File: config.mk
export PLATFORM = sky130hd
export DESIGN_NAME = alu_shr_seq
export DESIGN_NICKNAME = d
export VERILOG_FILES = /design/src/rtl/alu_pkg.sv /design/src/rtl/alu_shr_step.sv /design/src/rtl/alu_shr_seq.sv
export SDC_FILE = /design/constraint.sdc
export NUM_CORES = 1
export LEC_CHECK = 0
export BUFFER_PORTS_ARGS = -buffer_cell sky130_fd_sc_hd__buf_2
export CAP_MARGIN = 25
export CORE_UTILIZATION = 55
export CTS_BUF_LIST = sky130_fd_sc_hd__clkbuf_4 sky130_fd_sc_hd__clkbuf_8
export DETAILED_ROUTE_END_ITERATION = 10
export PLACE_DENSITY = 0.88
export SLEW_MARGIN = 20
export SYNTH_ARGS = -nofsm -noshare
export SYNTH_HDL_FRONTEND = slang
export SYNTH_SLANG_ARGS = --single-unit
File: constraint.sdc
create_clock -name clk -period 1.8 [get_ports clk]
set_input_delay 0.18 -clock clk [delete_from_list [all_inputs] [get_ports clk]]
set_output_delay 0.18 -clock clk [all_outputs]
set_load 0.03 [all_outputs]
File: src/rtl/alu_pkg.sv
// Shared ALU definitions: sequencer state encoding and shift-mode constants
// used by the shift units and the ALU sequencer.
package alu_pkg;

    typedef enum logic [1:0] {
        IDLE  = 2'd0,
        SHIFT = 2'd1,
        DONE  = 2'd2
    } shr_state_e;

    localparam logic SHR_LOGICAL = 1'b0;
    localparam logic SHR_ARITH   = 1'b1;

endpackage : alu_pkg

File: src/rtl/alu_shr_step.sv
// One-position right shift with selectable fill: sign copy in arithmetic
// mode, zero otherwise. Kept separate so a barrel version can chain it.
module alu_shr_step
    import alu_pkg::*;
#(
    parameter int WIDTH = 8
) (
    input  logic [WIDTH-1:0] din,
    input  logic             mode,
    output logic [WIDTH-1:0] dout
);

    logic fill_s;

    assign fill_s = (mode == SHR_ARITH) ? din[WIDTH-1] : 1'b0;
    assign dout   = {fill_s, din[WIDTH-1:1]};

endmodule : alu_shr_step

File: src/rtl/alu_shr_seq.sv
// Multi-cycle SHR/SAR unit: shifts one bit per clock under a start/busy/done
// handshake; the result register only changes when an operation completes.
module alu_shr_seq
    import alu_pkg::*;
#(
    parameter int WIDTH   = 8,
    parameter int SHAMT_W = 3
) (
    input  logic               clk,
    input  logic               rst_n,
    input  logic               start,
    input  logic [WIDTH-1:0]   a,
    input  logic [SHAMT_W-1:0] b,
    input  logic               arith,
    output logic [WIDTH-1:0]   r,
    output logic               busy,
    output logic               done
);

    // Counter must hold WIDTH itself, the saturated shift amount.
    localparam int CNT_W = $clog2(WIDTH + 1);

    shr_state_e       state_r;
    shr_state_e       state_nx_s;
    logic [WIDTH-1:0] work_r;
    logic [WIDTH-1:0] work_nx_s;
    logic [CNT_W-1:0] count_r;
    logic [CNT_W-1:0] count_nx_s;
    logic             mode_r;
    logic             mode_nx_s;
    logic [WIDTH-1:0] r_nx_s;
    logic [WIDTH-1:0] shifted_s;
    logic [CNT_W-1:0] beff_s;

    alu_shr_step #(
        .WIDTH (WIDTH)
    ) u_step (
        .din  (work_r),
        .mode (mode_r),
        .dout (shifted_s)
    );

    // Saturate the requested amount at WIDTH; further shifts change nothing.
    always_comb begin
        beff_s = CNT_W'(0);
        if (32'(b) >= 32'(WIDTH)) begin
            beff_s = CNT_W'(WIDTH);
        end else begin
            beff_s = CNT_W'(b);
        end
    end

    // Next-state, datapath and result update for the shift sequencer.
    always_comb begin
        state_nx_s = state_r;
        work_nx_s  = work_r;
        count_nx_s = count_r;
        mode_nx_s  = mode_r;
        r_nx_s     = r;
        case (state_r)
            IDLE, DONE: begin
                if (start) begin
                    work_nx_s  = a;
                    count_nx_s = beff_s;
                    mode_nx_s  = arith;
                    if (beff_s == CNT_W'(0)) begin
                        r_nx_s     = a;
                        state_nx_s = DONE;
                    end else begin
                        state_nx_s = SHIFT;
                    end
                end else begin
                    state_nx_s = IDLE;
                end
            end
            SHIFT: begin
                // start is deliberately ignored here; the op in flight runs on.
                work_nx_s  = shifted_s;
                count_nx_s = count_r - CNT_W'(1);
                if (count_r == CNT_W'(1)) begin
                    r_nx_s     = shifted_s;
                    state_nx_s = DONE;
                end else begin
                    state_nx_s = SHIFT;
                end
            end
            default: begin
                state_nx_s = IDLE;
            end
        endcase
    end

    // State, datapath and registered handshake outputs.
    always_ff @(posedge clk or negedge rst_n) begin
        if (!rst_n) begin
            state_r <= IDLE;
            work_r  <= '0;
            count_r <= '0;
            mode_r  <= 1'b0;
            r       <= '0;
            busy    <= 1'b0;
            done    <= 1'b0;
        end else begin
            state_r <= state_nx_s;
            work_r  <= work_nx_s;
            count_r <= count_nx_s;
            mode_r  <= mode_nx_s;
            r       <= r_nx_s;
            busy    <= (state_nx_s == SHIFT);
            done    <= (state_nx_s == DONE);
        end
    end

endmodule : alu_shr_seq

==> key figures <==
Yosys
  – Register area share after synthesis: between 50 and 60%
  – Post-synth ARST share: 100%
  – Yosys warning total: 0
  – EDFF count, synth: 0
  – Seq cells post-synth: 24
  – Mapped Nets: between 100 and 150
  – Main flop type after synthesis: dfrtp_1
  – Number of distinct library cells after synthesis: 24
  – Synthesized instance count: about 110
  – Synth Cell Area: 0.00116 mm²
  – Synthesized area per cell: 10.9 µm²

GRT
  – GRT Total Usage: 24.5%
  – First-pass GRT wire length: 3860 µm
  – Largest net degree at the start of global routing: 25
  – Grt total ovfl: 0
  – Antenna violations before repair: 0
  – Vias in the first global route: 879

Layout
  – Final std cells w/o fill: 160
  – P&R area growth vs syn: 17.0%
  – Nets: between 150 and 200
  – Highest-count cells in the layout ignoring fill and taps: dfrtp_1, buf_2, nand2_1
  – Share of layout cells above drive strength 1: 30.1%
  – ANT cells: 0

Critical path
  – Slowest cell on crit path: dfrtp_1
  – CP Cell Sequence: inv_1 > ha_1 > nor3b_1 > a22o_1 > mux2_4
  – Critical path arrival: 1.77 ns
  – CP max stage delay: between 0.4 and 0.5 ns
  – Setup crit start kind: register
  – Worst Path Max Fanout: 3
  – Setup crit end kind: register
  – Critical path class: reg -> reg
  – Required time worst endpoint: between 2 and 2.5 ns

Clocking
  – Clock Path Buffers: 2
  – Cts hold-fix bufs: 1
  – Root buffer cell: clkbuf_4
  – Post-cts sizing count: 0
  – Htree depth: 1
  – Num CTS Buffers: 3
  – CTS tree: built
  – Worst-Skew Late Latency: roughly 0.31 ns
  – Clock slew at reported path FFs: between 0.1 and 0.15 ns
  – Sink Count: 24
  – Post-CTS setup buffer count: 0

Route
  – Via density per instance: ~6.0
  – Routed Antenna Nets: 0
  – Drc violations: 0
  – Wire per inst: around 16 µm
  – Violation count after the first detailed-route iteration: 28
  – Detailed-route via count: 960
  – Total Routed Length: around 2500 µm
  – Drt pass-1 iters: 4

Placement
  – Port Buffers: 24
  – Placed cells: 155
  – DP Wirelength: approximately 1800 µm
  – Placer Congestion: approximately 0.84
  – Setup WS pre-CTS: 0.238 ns

Run
  – Number of max-cap violations: 0

Floorplanning
  – Total core area: 0.00196 mm²
  – I/O pins: 25
  – DIE WIDTH: around 48 µm
  – Die H: roughly 48 µm
  – Die area: about 0.0023 mm²
  – Initial Utilization: 59.1%
  – Rows: 16

STA
  – Worst Tran Pin Value: approximately 0.52 ns
  – Fin crit share: a little under 90%
  – Min Tclk post-route: 1.57 ns
  – Worst Clk Skew: about 0.0065 ns
  – Slew Limit Headroom: 65.1%
  – Setup tns final: 0 ns
  – Final setup margin: approximately 0.23 ns
  – Hold_ws: 0.0621 ns
  – Final Hold Fails: 0
  – Unrepaired setup endpoints after global routing: false
  – Final setup vio count: 0
  – Final Max Tran Viols: 0
  – F_max: 638 MHz

Status
  – Status: completed

Power
  – Pwr/cell area: ~1900 mW/mm²
  – Leakage: around 0.66 nW
  – Peak VDD IR: approximately 1.1 mV

Min path
  – Min-Delay Path Class: in -> reg
## Yosys cell counts, types with 2 or more instances
cell type	number	area (µm²)
nor3b_1	2	15.0
buf_4	3	22.5
inv_1	2	7.51
nand2_1	18	67.6
dfrtp_1	24	601
a221oi_1	7	61.3
ha_1	2	25.0
a22o_1	3	26.3
o22ai_1	3	18.8
a31oi_1	8	50.1
o21ai_0	6	30.0
nand3_1	2	10.0
buf_2	6	30.0
mux2i_1	8	80.1
nand2b_1	2	12.5
mux2_4	2	30.0
## flip-flops by register name (all words and copies together), names as in the netlist
register / flops
state_r: 2
mode_r: 1
busy: 1
work_r: 7
r: 8
done: 1
count_r: 4
## per-stage QoR
stage          total power [W]  utilization [%]  cell area, µm²
3_3_place_gp           0.00226             66.7            1310
3_5_place_dp           0.00233             66.7            1310
5_1_grt                0.00282             69.1            1360
6_report               0.00262             69.1            1360
4_1_cts                0.00262             69.1            1360
2_1_floorplan          0.00199                -            1160
## power by group
group          total, W  leakage [nW]  switching, W  internal, W
sequential     0.000961         0.290      0.000161     0.000800
combinational   0.00137         0.349      0.000823     0.000551
clock          0.000284        0.0210      0.000161     0.000123
## worst max-delay path, delay by kind of cell, from the launching register on
family / cells / cell delay (ns)
buf+inv: 1 / 0.09
flops: 1 / 0.41
simple gates: 1 / 0.27
fa+ha+maj: 1 / 0.14
mux: 1 / 0.31
compound gates: 1 / 0.24
## layer usage
metal  global-route usage, %  up-vias  share of wire (%)
met5                       0        -                  0
met4                    10.0        0                  0
met3                    3.40        0                4.4
met2                    41.1       30                 50
met1                    31.9      483                 45
li1                        -      447                  -
## cell type report
class	count	area, µm²
timing repair buffer	33	190
inverter	2	7.51
tap	27	33.8
multi-input combinational	70	487
sequential	24	601
clock buffer	4	36.3
fill	162	607
## kinds of logic (layout without fill, tap and decap cells)
group,Yosys count,after routing,share of synthesized area (%)
AND/OR/NAND/NOR,28,28,11.8
adder cells (fa/ha/maj),2,2,2.16
buffers and inverters,12,39,6.16
multiplexers,11,11,10.5
AO/OA/AOI/OAI,29,29,17.6
flip-flops,24,24,51.8
## worst paths after layout
path                                  from  slack [ns]  depth (start not counted)    endpoint
worst max-delay path            count_r[1]        0.23                          5        r[0]
worst min-delay path                 arith        0.06                          3      mode_r
worst max register to register  count_r[1]        0.23                          5        r[0]
worst min register to register  count_r[3]        0.49                          1  count_r[3]
max in group asynchronous            rst_n        1.10                          2  state_r[1]
min in group asynchronous            rst_n        0.35                          2        done
Note: power is estimated with default switching activity, not from simulation.
